**src/rtl/interrupt_controller.sv**
```systemverilog
// Machine-mode interrupt controller: 64-bit timer (MTIP), software
// interrupt bit (MSIP) and an external-source gateway/claim unit (MEIP),
// all behind a small memory-mapped register port.

// Per-source gateway: rising-edge capture into pending, claim/complete
// handshake through in_service.
module interrupt_gateway (
  input  logic clk,
  input  logic reset,
  input  logic src,
  input  logic claim,
  input  logic complete,
  output logic pending,
  output logic in_service
);

  logic src_q;
  logic rise;

  assign rise = src & ~src_q;

  // Edge history, pending and in-service state; a claim in the same cycle
  // as a new edge wins and the edge is lost.
  always_ff @(posedge clk or posedge reset) begin
    if (reset) begin
      src_q      <= 1'b0;
      pending    <= 1'b0;
      in_service <= 1'b0;
    end else begin
      src_q      <= src;
      pending    <= (pending | (rise & ~in_service)) & ~claim;
      in_service <= (in_service | claim) & ~complete;
    end
  end

endmodule

module interrupt_controller #(
  parameter int NUM_SRC = 8
) (
  input  logic               clk,
  input  logic               reset,
  input  logic [NUM_SRC-1:0] src_i,
  input  logic               en_i,
  input  logic               we_i,
  input  logic [7:0]         addr_i,
  input  logic [31:0]        data_i,
  output logic [31:0]        data_o,
  output logic [31:0]        irq_o
);

  localparam logic [5:0] A_MSIP        = 6'd0;
  localparam logic [5:0] A_MTIME_LO    = 6'd1;
  localparam logic [5:0] A_MTIME_HI    = 6'd2;
  localparam logic [5:0] A_MTIMECMP_LO = 6'd3;
  localparam logic [5:0] A_MTIMECMP_HI = 6'd4;
  localparam logic [5:0] A_ENABLE      = 6'd5;
  localparam logic [5:0] A_PENDING     = 6'd6;
  localparam logic [5:0] A_CLAIM       = 6'd7;

  logic [5:0]         reg_idx;
  logic               wr, rd;
  logic               msip;
  logic [63:0]        mtime, mtime_inc, mtimecmp;
  logic [NUM_SRC-1:0] enable, pending, in_service, pend_en;
  logic [NUM_SRC-1:0] claim_vec, complete_vec;
  logic [4:0]         claim_id;
  logic               mtip_q, meip_q;
  logic [31:0]        rd_data;
  logic               unused_addr;

  // Registers are word aligned; the byte offset bits carry no meaning.
  assign unused_addr = ^addr_i[1:0];
  assign reg_idx     = addr_i[7:2];
  assign wr          = en_i & we_i;
  assign rd          = en_i & ~we_i;
  assign mtime_inc   = mtime + 64'd1;
  assign pend_en     = pending & enable;

  // Lowest-numbered pending and enabled source wins; ID is index + 1.
  always_comb begin
    claim_id = '0;
    for (int i = NUM_SRC - 1; i >= 0; i--)
      if (pend_en[i]) claim_id = 5'(i + 1);
  end

  // One-hot claim and complete strobes; completes of IDs not in service
  // (including 0 and out-of-range values) decode to nothing.
  always_comb begin
    claim_vec    = '0;
    complete_vec = '0;
    for (int i = 0; i < NUM_SRC; i++) begin
      claim_vec[i]    = rd && (reg_idx == A_CLAIM) && (claim_id == 5'(i + 1));
      complete_vec[i] = wr && (reg_idx == A_CLAIM) && (data_i == 32'(i + 1))
                        && in_service[i];
    end
  end

  for (genvar g = 0; g < NUM_SRC; g++) begin : g_gw
    interrupt_gateway u_gw (
      .clk        (clk),
      .reset      (reset),
      .src        (src_i[g]),
      .claim      (claim_vec[g]),
      .complete   (complete_vec[g]),
      .pending    (pending[g]),
      .in_service (in_service[g])
    );
  end

  // Free-running timer; a written half takes the bus value, so a carry
  // out of LO into a written HI is discarded.
  always_ff @(posedge clk or posedge reset) begin
    if (reset) begin
      mtime <= '0;
    end else begin
      mtime[31:0]  <= (wr && reg_idx == A_MTIME_LO) ? data_i : mtime_inc[31:0];
      mtime[63:32] <= (wr && reg_idx == A_MTIME_HI) ? data_i : mtime_inc[63:32];
    end
  end

  // Plain software-visible control registers.
  always_ff @(posedge clk or posedge reset) begin
    if (reset) begin
      msip     <= 1'b0;
      mtimecmp <= '1;
      enable   <= '0;
    end else if (wr) begin
      case (reg_idx)
        A_MSIP:        msip            <= data_i[0];
        A_MTIMECMP_LO: mtimecmp[31:0]  <= data_i;
        A_MTIMECMP_HI: mtimecmp[63:32] <= data_i;
        A_ENABLE:      enable          <= data_i[NUM_SRC-1:0];
        default: ;
      endcase
    end
  end

  // Read mux; unmapped words read as zero.
  always_comb begin
    rd_data = '0;
    case (reg_idx)
      A_MSIP:        rd_data[0]           = msip;
      A_MTIME_LO:    rd_data              = mtime[31:0];
      A_MTIME_HI:    rd_data              = mtime[63:32];
      A_MTIMECMP_LO: rd_data              = mtimecmp[31:0];
      A_MTIMECMP_HI: rd_data              = mtimecmp[63:32];
      A_ENABLE:      rd_data[NUM_SRC-1:0] = enable;
      A_PENDING:     rd_data[NUM_SRC-1:0] = pending;
      A_CLAIM:       rd_data[4:0]         = claim_id;
      default:       rd_data              = '0;
    endcase
  end

  // Read data register: loads on a read, holds otherwise.
  always_ff @(posedge clk or posedge reset) begin
    if (reset)   data_o <= '0;
    else if (rd) data_o <= rd_data;
  end

  // Registered timer compare and external interrupt summary.
  always_ff @(posedge clk or posedge reset) begin
    if (reset) begin
      mtip_q <= 1'b0;
      meip_q <= 1'b0;
    end else begin
      mtip_q <= (mtime >= mtimecmp);
      meip_q <= |pend_en;
    end
  end

  // mip-format vector: MEIP bit 11, MTIP bit 7, MSIP bit 3.
  always_comb begin
    irq_o     = '0;
    irq_o[11] = meip_q;
    irq_o[7]  = mtip_q;
    irq_o[3]  = msip;
  end

endmodule

```
**config.mk**
```make
export PLATFORM = sky130hd
export DESIGN_NAME = interrupt_controller
export DESIGN_NICKNAME = d
export VERILOG_FILES = /design/src/rtl/interrupt_controller.sv
export SDC_FILE = /design/constraint.sdc
export NUM_CORES = 1
export LEC_CHECK = 0
export BUFFER_PORTS_ARGS = -buffer_cell sky130_fd_sc_hd__buf_4
export CAP_MARGIN = 20
export CORE_AREA = 3 3 154 156
export CTS_CLUSTER_SIZE = 12
export DETAILED_ROUTE_END_ITERATION = 10
export DIE_AREA = 0 0 157 159
export HOLD_SLACK_MARGIN = 0.1
export MAX_ROUTING_LAYER = met4
export PLACE_DENSITY = 0.7
export SYNTH_ARGS = -nofsm -noshare
export SYNTH_HDL_FRONTEND = slang
export SYNTH_SLANG_ARGS = --single-unit
```
**constraint.sdc**
```tcl
create_clock -name clk -period 6.1 [get_ports clk]
set_input_delay 0 -clock clk [delete_from_list [all_inputs] [get_ports clk]]
set_output_delay 0 -clock clk [all_outputs]
set_load 0.01 [all_outputs]
```
==> results of run 1 <==
==> power by group through the flow <==
stage	Clock (mW)	Combinational, mW	Sequential, mW
6_report	1.20	0.662	1.61
5_1_grt	1.27	0.753	1.63
3_3_place_gp	0	0.611	1.62
4_1_cts	1.21	0.660	1.61
2_1_floorplan	0	0.470	1.57
3_5_place_dp	0	0.629	1.63
==> layout make-up <==
| type | count | share of cell area (%) |
|---|---|---|
| Clock buffer | 21 | 3.61 |
| Clock inverter | 11 | 1.15 |
| Inverter | 69 | 2.05 |
| Multi-Input combinational cell | 841 | 42.9 |
| Sequential cell | 195 | 38.1 |
| Tap cell | 285 | 2.74 |
| Timing Repair Buffer | 143 | 9.51 |
==> routing by layer <==
metal | up-vias | wire [um] | global-route usage, % | part of all wire, %
li1 | 4350 | - | - | -
met1 | 4551 | 13400 | 34.9 | 45
met2 | 303 | 14100 | 37.8 | 47
met3 | 46 | 1830 | 4.21 | 6.1
met4 | 0 | 567 | 6.65 | 1.9
met5 | - | 0 | - | 0
==> synth_stat cells, drive strengths merged (9+ instances only) <==
library cell	number	area, sq um
dfrtp	131	3280
clkbuf	48	180
a22o	30	263
nand3	37	185
nor3	16	85.1
a21o	11	82.6
ha	65	813
nand2	99	372
inv	69	259
mux2	44	495
nor4	12	87.6
and3	18	113
a21oi	92	460
xor2	53	464
xnor2	9	78.8
o21ai	64	320
a221oi	27	236
buf	39	274
a222oi	13	130
nor2	95	357
dfstp	64	1680
nand4	50	313
==> metrics by stage <==
step	setup WS [ps]	hold slack, ps	area, sq um	util [%]
after CTS	3150	104	12900	57.5
after global placement	3210	120	11900	52.8
final	3170	109	13000	57.9
after detailed placement	3190	122	11900	52.8
after floorplan	894	31.4	11200	-
after global routing	3020	113	13000	57.9
==> cell families after synthesis <==
family	share of synthesized area, %
flip-flops	44.6
AO/OA/AOI/OAI	16.3
XOR/XNOR	4.88
multiplexers	4.54
adder cells (fa/ha/maj)	7.31
buffers and inverters	6.41
other	0.0337
AND/OR/NAND/NOR	16.0
==> final timing paths <==
check                           start                    to  slack, ps  cells after the start
max                         addr_i[4]          mtimecmp[53]       3170                      8
min in group asynchronous       reset  g_gw[7].u_gw.pending        260                      3
max reg2reg                 mtime[16]             mtime[62]       3400                      7
min                              en_i             data_o[5]        110                      3
min reg2reg                data_o[16]            data_o[16]        480                      2
max in group asynchronous       reset            data_o[25]       4290                      4
==> what timing repair did <==
item                                   4_1_cts  5_1_grt
hold buffers                                45        0
endpoints found under the hold margin      239        0
resized for setup                            0        0
==> flip-flops by register name, summed over array words and instances (netlist names), 8 cells and up <==
register              cells
mtime                    64
enable                    8
data_o                   32
g_gw.u_gw.in_service      8
mtimecmp                 64
g_gw.u_gw.src_q           8
g_gw.u_gw.pending         8
==> cells in the final DEF (no fill, tap or decap), types with 4 or more instances in the layout <==
cell type and n:
a211oi_1 6, inv_1 68, nor3_1 10, nor2_1 95, nand2_1 97, a21oi_1 92
nand4b_1 4, and3_1 18, a221oi_1 27, a22o_1 30, nand3_1 37, o21a_1 6
conb_1 29, and4_1 4, nor3_2 6, nor4_1 10, clkbuf_16 17, nor3b_1 4
nor2b_1 4, a222oi_1 13, xor2_1 53, o21ai_0 64, mux2_2 44, buf_4 94
nand2b_1 4, xnor2_1 9, dfstp_2 64, dfrtp_1 131, and2_1 6, a22oi_1 7
ha_1 65, nand4_1 50, dlygate4sd3_1 45, a21o_1 11
==> tightest hold or removal path, delay by kind of cell <==
| kind | cells | cell delay (ps) |
|---|---|---|
| AOI/OAI and AO/OA | 1 | 190 |
| and+or+nand+nor | 1 | 200 |
| buffers and inverters | 1 | 120 |
==> impl_metrics.py, run 1 <==
metrics = {
    "layout": {
        "area_growth_pct": 17.1,
        "multi_input_comb_area_sq_um": 5590,
        "fin_nets": 1384,
        "drive_above_1_share_pct": 19.8,
        "regArea_sq_um": 4960,
        "nFillCells": 1938,
        "n_antenna_cell": 0,
        "finalNonFillerCells": 1565,
    },
    "timing": {
        "rsz0062_at_grt": "false",
        "hold_violations": 0,
        "fmax_mhz": 341,
        "tightest_slew_ps": 956,
        "max_slew_margin_pct": 35.8,
        "setup_violations": 0,
        "fin_crit_ps": 2930,
        "fin_skew_ps": 9.73,
        "setup_tns_ps": 0,
        "finalCritPeriodShare_pct": 48.1,
        "drv_slew": 0,
    },
    "worst_setup_path": {
        "arrival_ps": 3300,
        "crit_buf_inv": 4,
        "cp-start-kind": "primary input",
        "worstSetupPathType": "in -> reg",
        "crit_top_cell": "buf_4",
        "cp_data_required_time_ps": 6470,
        "worstPathCellList": "dlygate4sd3_1, buf_4, or4b_1, nor3_2, buf_4, nand2_1, buf_4, mux2_2",
        "max_stage_delay_ps": 650,
        "crit_fanout": 32,
        "crit_family": "buffers and inverters",
        "crit_slowest_cell": "nand2_1",
        "end_kind": "register",
    },
    "clock_tree": {
        "cts_root_buf": "clkbuf_16",
        "cts_buffers": 17,
        "cts.sinks": 195,
        "cts_tree": "done",
        "clk_pin_slew_ps": 70,
        "h-tree-depth": 4,
        "post_cts_buffers": 0,
        "cts_buffer_depth": 2,
        "insertion_delay_ps": 440,
    },
    "synth": {
        "syn_area_per_cell_sq_um": 9.56,
        "yosys_warnings": 0,
        "syn-instance-count": 1164,
        "ys_seq_elements": 195,
        "seq_area_frac_synth_pct": 44.6,
        "synth_edf_count": 0,
        "synth_area_sq_um": 11100,
        "synth_ff_type": "dfrtp_1",
        "ys_types": 56,
        "synth-async-reset-ratio_pct": 100,
    },
    "grt": {
        "grt_antenna_before_repair": 0,
        "grt_pass1_vias": 8935,
        "grt_remaining_overflow": 0,
        "grt_start_max_net_pins": 123,
        "grt_pass1_wl_um": 48200,
        "grtUsageTotal_pct": 24.9,
    },
    "die": {
        "fp.dieW_um": 157,
        "ios": 116,
        "std_cell_rows": 55,
        "fp.dieH_um": 159,
        "start_util_pct": 49.4,
        "coreArea_sq_um": 22500,
        "die-area_sq_um": 25000,
    },
    "routing": {
        "routed_wl_um": 30000,
        "wl_per_cell_um": 19.2,
        "dr.pass1.iters": 5,
        "drt_iter0_markers": 786,
        "ant_nets": 0,
        "vias": 9250,
        "drc": 0,
        "viasPerCell": 5.91,
    },
    "run": {
        "cap_violations": 0,
    },
    "power_and_ir_drop": {
        "combPwrFrac_pct": 19.1,
        "p_sw_mw": 1.04,
        "pwr-share-seq_pct": 46.4,
        "p_leak_nw": 5.47,
        "sw_frac_of_total_pct": 29.9,
        "internal_power_mw": 2.43,
        "ir_drop_mv": 0.162,
        "fin_total_pwr_mw": 3.47,
        "pwr_density_cell_nw_per_um2": 266,
        "clock_power_share_pct": 34.5,
    },
    "placement": {
        "gp_congestion": 0.895,
        "dp_hpwl_um": 20500,
        "io_buffer_count": 84,
        "post-place-cells": 1484,
    },
    "run_status": {
        "status": "finished clean",
    },
    "hold_path": {
        "hp-class": "in -> reg",
    },
}
(Power assumes the default switching activity.)
==> run 2: changes to the inputs <==
--- a/config.mk
+++ b/config.mk
@@ -13,7 +13,7 @@
 export DIE_AREA = 0 0 157 159
 export HOLD_SLACK_MARGIN = 0.1
 export MAX_ROUTING_LAYER = met4
-export PLACE_DENSITY = 0.7
+export PLACE_DENSITY = 0.73
 export SYNTH_ARGS = -nofsm -noshare
 export SYNTH_HDL_FRONTEND = slang
 export SYNTH_SLANG_ARGS = --single-unit
==> constraint.sdc (replaced) <==
create_clock -name clk -period 2.5 [get_ports clk]
set_input_delay 0 -clock clk [delete_from_list [all_inputs] [get_ports clk]]
set_output_delay 0 -clock clk [all_outputs]
set_load 0.01 [all_outputs]
==> run 2 against run 1 <==
  * Non-clock buffer count is 29 higher
  * Critical path type unchanged
  * Total power is 140% higher
  * Critical endpoint is now g_gw[2].u_gw.in_service
  * Worst setup slack worse by 2900 ps
  * Global-route usage is 0.67 points higher
  * Register-to-register slack worse by 3100 ps
  * Hold slack better by 80 ps
  * Critical path depth stayed put
  * Utilization is 0.77 points higher
==> impl_metrics.py, run 2 (synthesis results as in run 1) <==
metrics = {
    "timing": {
        "max_slew_margin_pct": 58.0,
        "fmax_mhz": 444,
        "rsz0062_at_grt": "false",
        "finalCritPeriodShare_pct": 90.1,
        "tightest_slew_ps": 625,
        "hold_violations": 0,
        "drv_slew": 0,
        "fin_skew_ps": 15.1,
        "setup_tns_ps": 0,
        "setup_violations": 0,
        "fin_crit_ps": 2250,
    },
    "layout": {
        "area_growth_pct": 18.7,
        "n_antenna_cell": 0,
        "postLayoutCellArea_sq_um": 13200,
        "nFillCells": 1871,
        "fin_nets": 1413,
        "drive_above_1_share_pct": 21.4,
        "final_cell_mix": "dfrtp_1 (131), buf_4 (122), nand2_1 (97)",
        "final_util_pct": 58.7,
        "layout_commonest_cell": "dfrtp_1",
        "top_regs": "mtime: 64 flops, mtimecmp: 64 flops, data_o: 32 flops",
    },
    "routing": {
        "vias": 9428,
        "routed_wl_um": 30700,
        "wl_per_cell_um": 19.3,
        "ant_nets": 0,
        "drc": 0,
        "dr.pass1.iters": 6,
        "viasPerCell": 5.91,
        "drt_iter0_markers": 770,
    },
    "worst_setup_path": {
        "crit_fanout": 6,
        "crit_family": "simple AND/OR/NAND/NOR gates",
        "crit_slowest_cell": "or4_4",
        "cp-start-kind": "primary input",
        "worstSetupPathType": "in -> reg",
        "cp_data_required_time_ps": 2840,
        "arrival_ps": 2590,
        "end_kind": "register",
        "max_stage_delay_ps": 610,
        "crit_top_cell": "nand4_1",
        "crit_buf_inv": 2,
        "worstPathCellList": "dlygate4sd3_1, buf_4, nor4_1, nand4_1, or4_4, nor3_2, nand4_1, o21a_1",
    },
    "grt": {
        "grt_start_max_net_pins": 100,
        "grt_antenna_before_repair": 0,
        "grtUsageMet3_pct": 4.08,
        "grtUsageMet1_pct": 35.3,
        "grtUsageTotal_pct": 25.6,
        "met2_usage_pct": 39.5,
        "grt_pass1_vias": 9354,
        "grt_remaining_overflow": 0,
        "grt_pass1_wl_um": 49800,
        "grt.busiest_layer": "met2",
    },
    "die": {
        "fp.dieW_um": 157,
        "std_cell_rows": 55,
        "fp.dieH_um": 159,
        "ios": 116,
        "coreArea_sq_um": 22500,
        "start_util_pct": 49.4,
        "die-area_sq_um": 25000,
    },
    "clock_tree": {
        "insertion_delay_ps": 450,
        "clk_pin_slew_ps": 70,
        "cts_root_buf": "clkbuf_16",
        "cts_buffer_depth": 2,
        "cts_buffers": 17,
        "cts.sinks": 195,
        "h-tree-depth": 4,
        "cts_tree": "done",
    },
    "power_and_ir_drop": {
        "ir_drop_mv": 0.393,
        "clock_power_share_pct": 33.3,
        "sw_frac_of_total_pct": 30.4,
        "combPwrFrac_pct": 20.5,
        "p_leak_nw": 5.58,
        "pwr_density_cell_nw_per_um2": 638,
        "pwr-share-seq_pct": 46.3,
        "p_sw_mw": 2.56,
        "internal_power_mw": 5.86,
    },
    "placement": {
        "placed_cell_area_sq_um": 12100,
        "gp_congestion": 0.916,
        "dp_hpwl_um": 21900,
        "io_buffer_count": 84,
    },
    "run": {
        "cap_violations": 0,
    },
    "run_status": {
        "status": "finished clean",
    },
    "hold_path": {
        "hp-class": "in -> reg",
    },
}
## run 2: changes by cell type in the layout (fill, tap and decap cells not counted), sizes merged
cell,delta
buf,+28
bufinv,-1
clkbuf,-1
clkinv,+1
clkinvlp,+1
dlygate4sd3,+2
inv,-1
## run 2: layout make-up
| type | instances | area (sq um) | area share [%] |
|---|---|---|---|
| Inverter | 69 | 263 | 1.99 |
| Clock inverter | 11 | 129 | 0.976 |
| Sequential cell | 195 | 4960 | 37.6 |
| Tap cell | 285 | 357 | 2.70 |
| Clock buffer | 21 | 460 | 3.49 |
| Timing Repair Buffer | 172 | 1450 | 11.0 |
| Multi-Input combinational cell | 841 | 5590 | 42.3 |
## run 2: routing by layer
layer / routed length (um) / share of wire, % / vias up
met2: 14700 / 48 / 369
met3: 2070 / 6.7 / 50
met1: 13400 / 44 / 4609
met5: 0 / 0 / -
met4: 529 / 1.7 / 0
li1: - / - / 4400
## run 2: stage by stage
step                      std cells  hold WS [ps]  worst slack (ps)  power, mW
after detailed placement       1515         -80.3               293       5.58
after global routing           1594           203              91.6       8.84
after CTS                      1594           173               263       8.43
after floorplan                1192          31.4              33.9       4.99
after global placement         1515         -80.2               299       5.52
final                          1594           189               248       8.42
## run 2: path summary, 6_finish.rpt
| check | startpoint | end | slack (ps) | depth (start not counted) |
|---|---|---|---|---|
| max | data_i[4] | g_gw[2].u_gw.in_service | 250 | 8 |
| min | addr_i[6] | data_o[0] | 190 | 4 |
| max reg2reg | mtimecmp[43] | mtip_q | 280 | 8 |
| min reg2reg | data_o[14] | data_o[14] | 480 | 2 |
| max in group asynchronous | reset | data_o[13] | 1110 | 5 |
| min in group asynchronous | reset | g_gw[5].u_gw.src_q | 610 | 4 |
## run 2: power by group through the flow
stage          Clock, mW  Sequential, mW  Combinational [mW]
6_report            2.80            3.90                1.72
2_1_floorplan          0            3.84                1.15
4_1_cts             2.84            3.89                1.71
3_5_place_dp           0            3.94                1.64
3_3_place_gp           0            3.93                1.59
5_1_grt             2.96            3.94                1.94
## run 2: tightest hold or removal path: stages
cell and delay, ps:
buf_4 80, or3_1 270, nand2_1 100, o221a_2 140
## run 2: what timing repair did
| item | 4_1_cts | 5_1_grt |
|---|---|---|
| hold buffers | 47 | 0 |
| gates resized for setup | 0 | 0 |
| setup buffers | 0 | 0 |
| endpoints found under the hold margin | 324 | 0 |
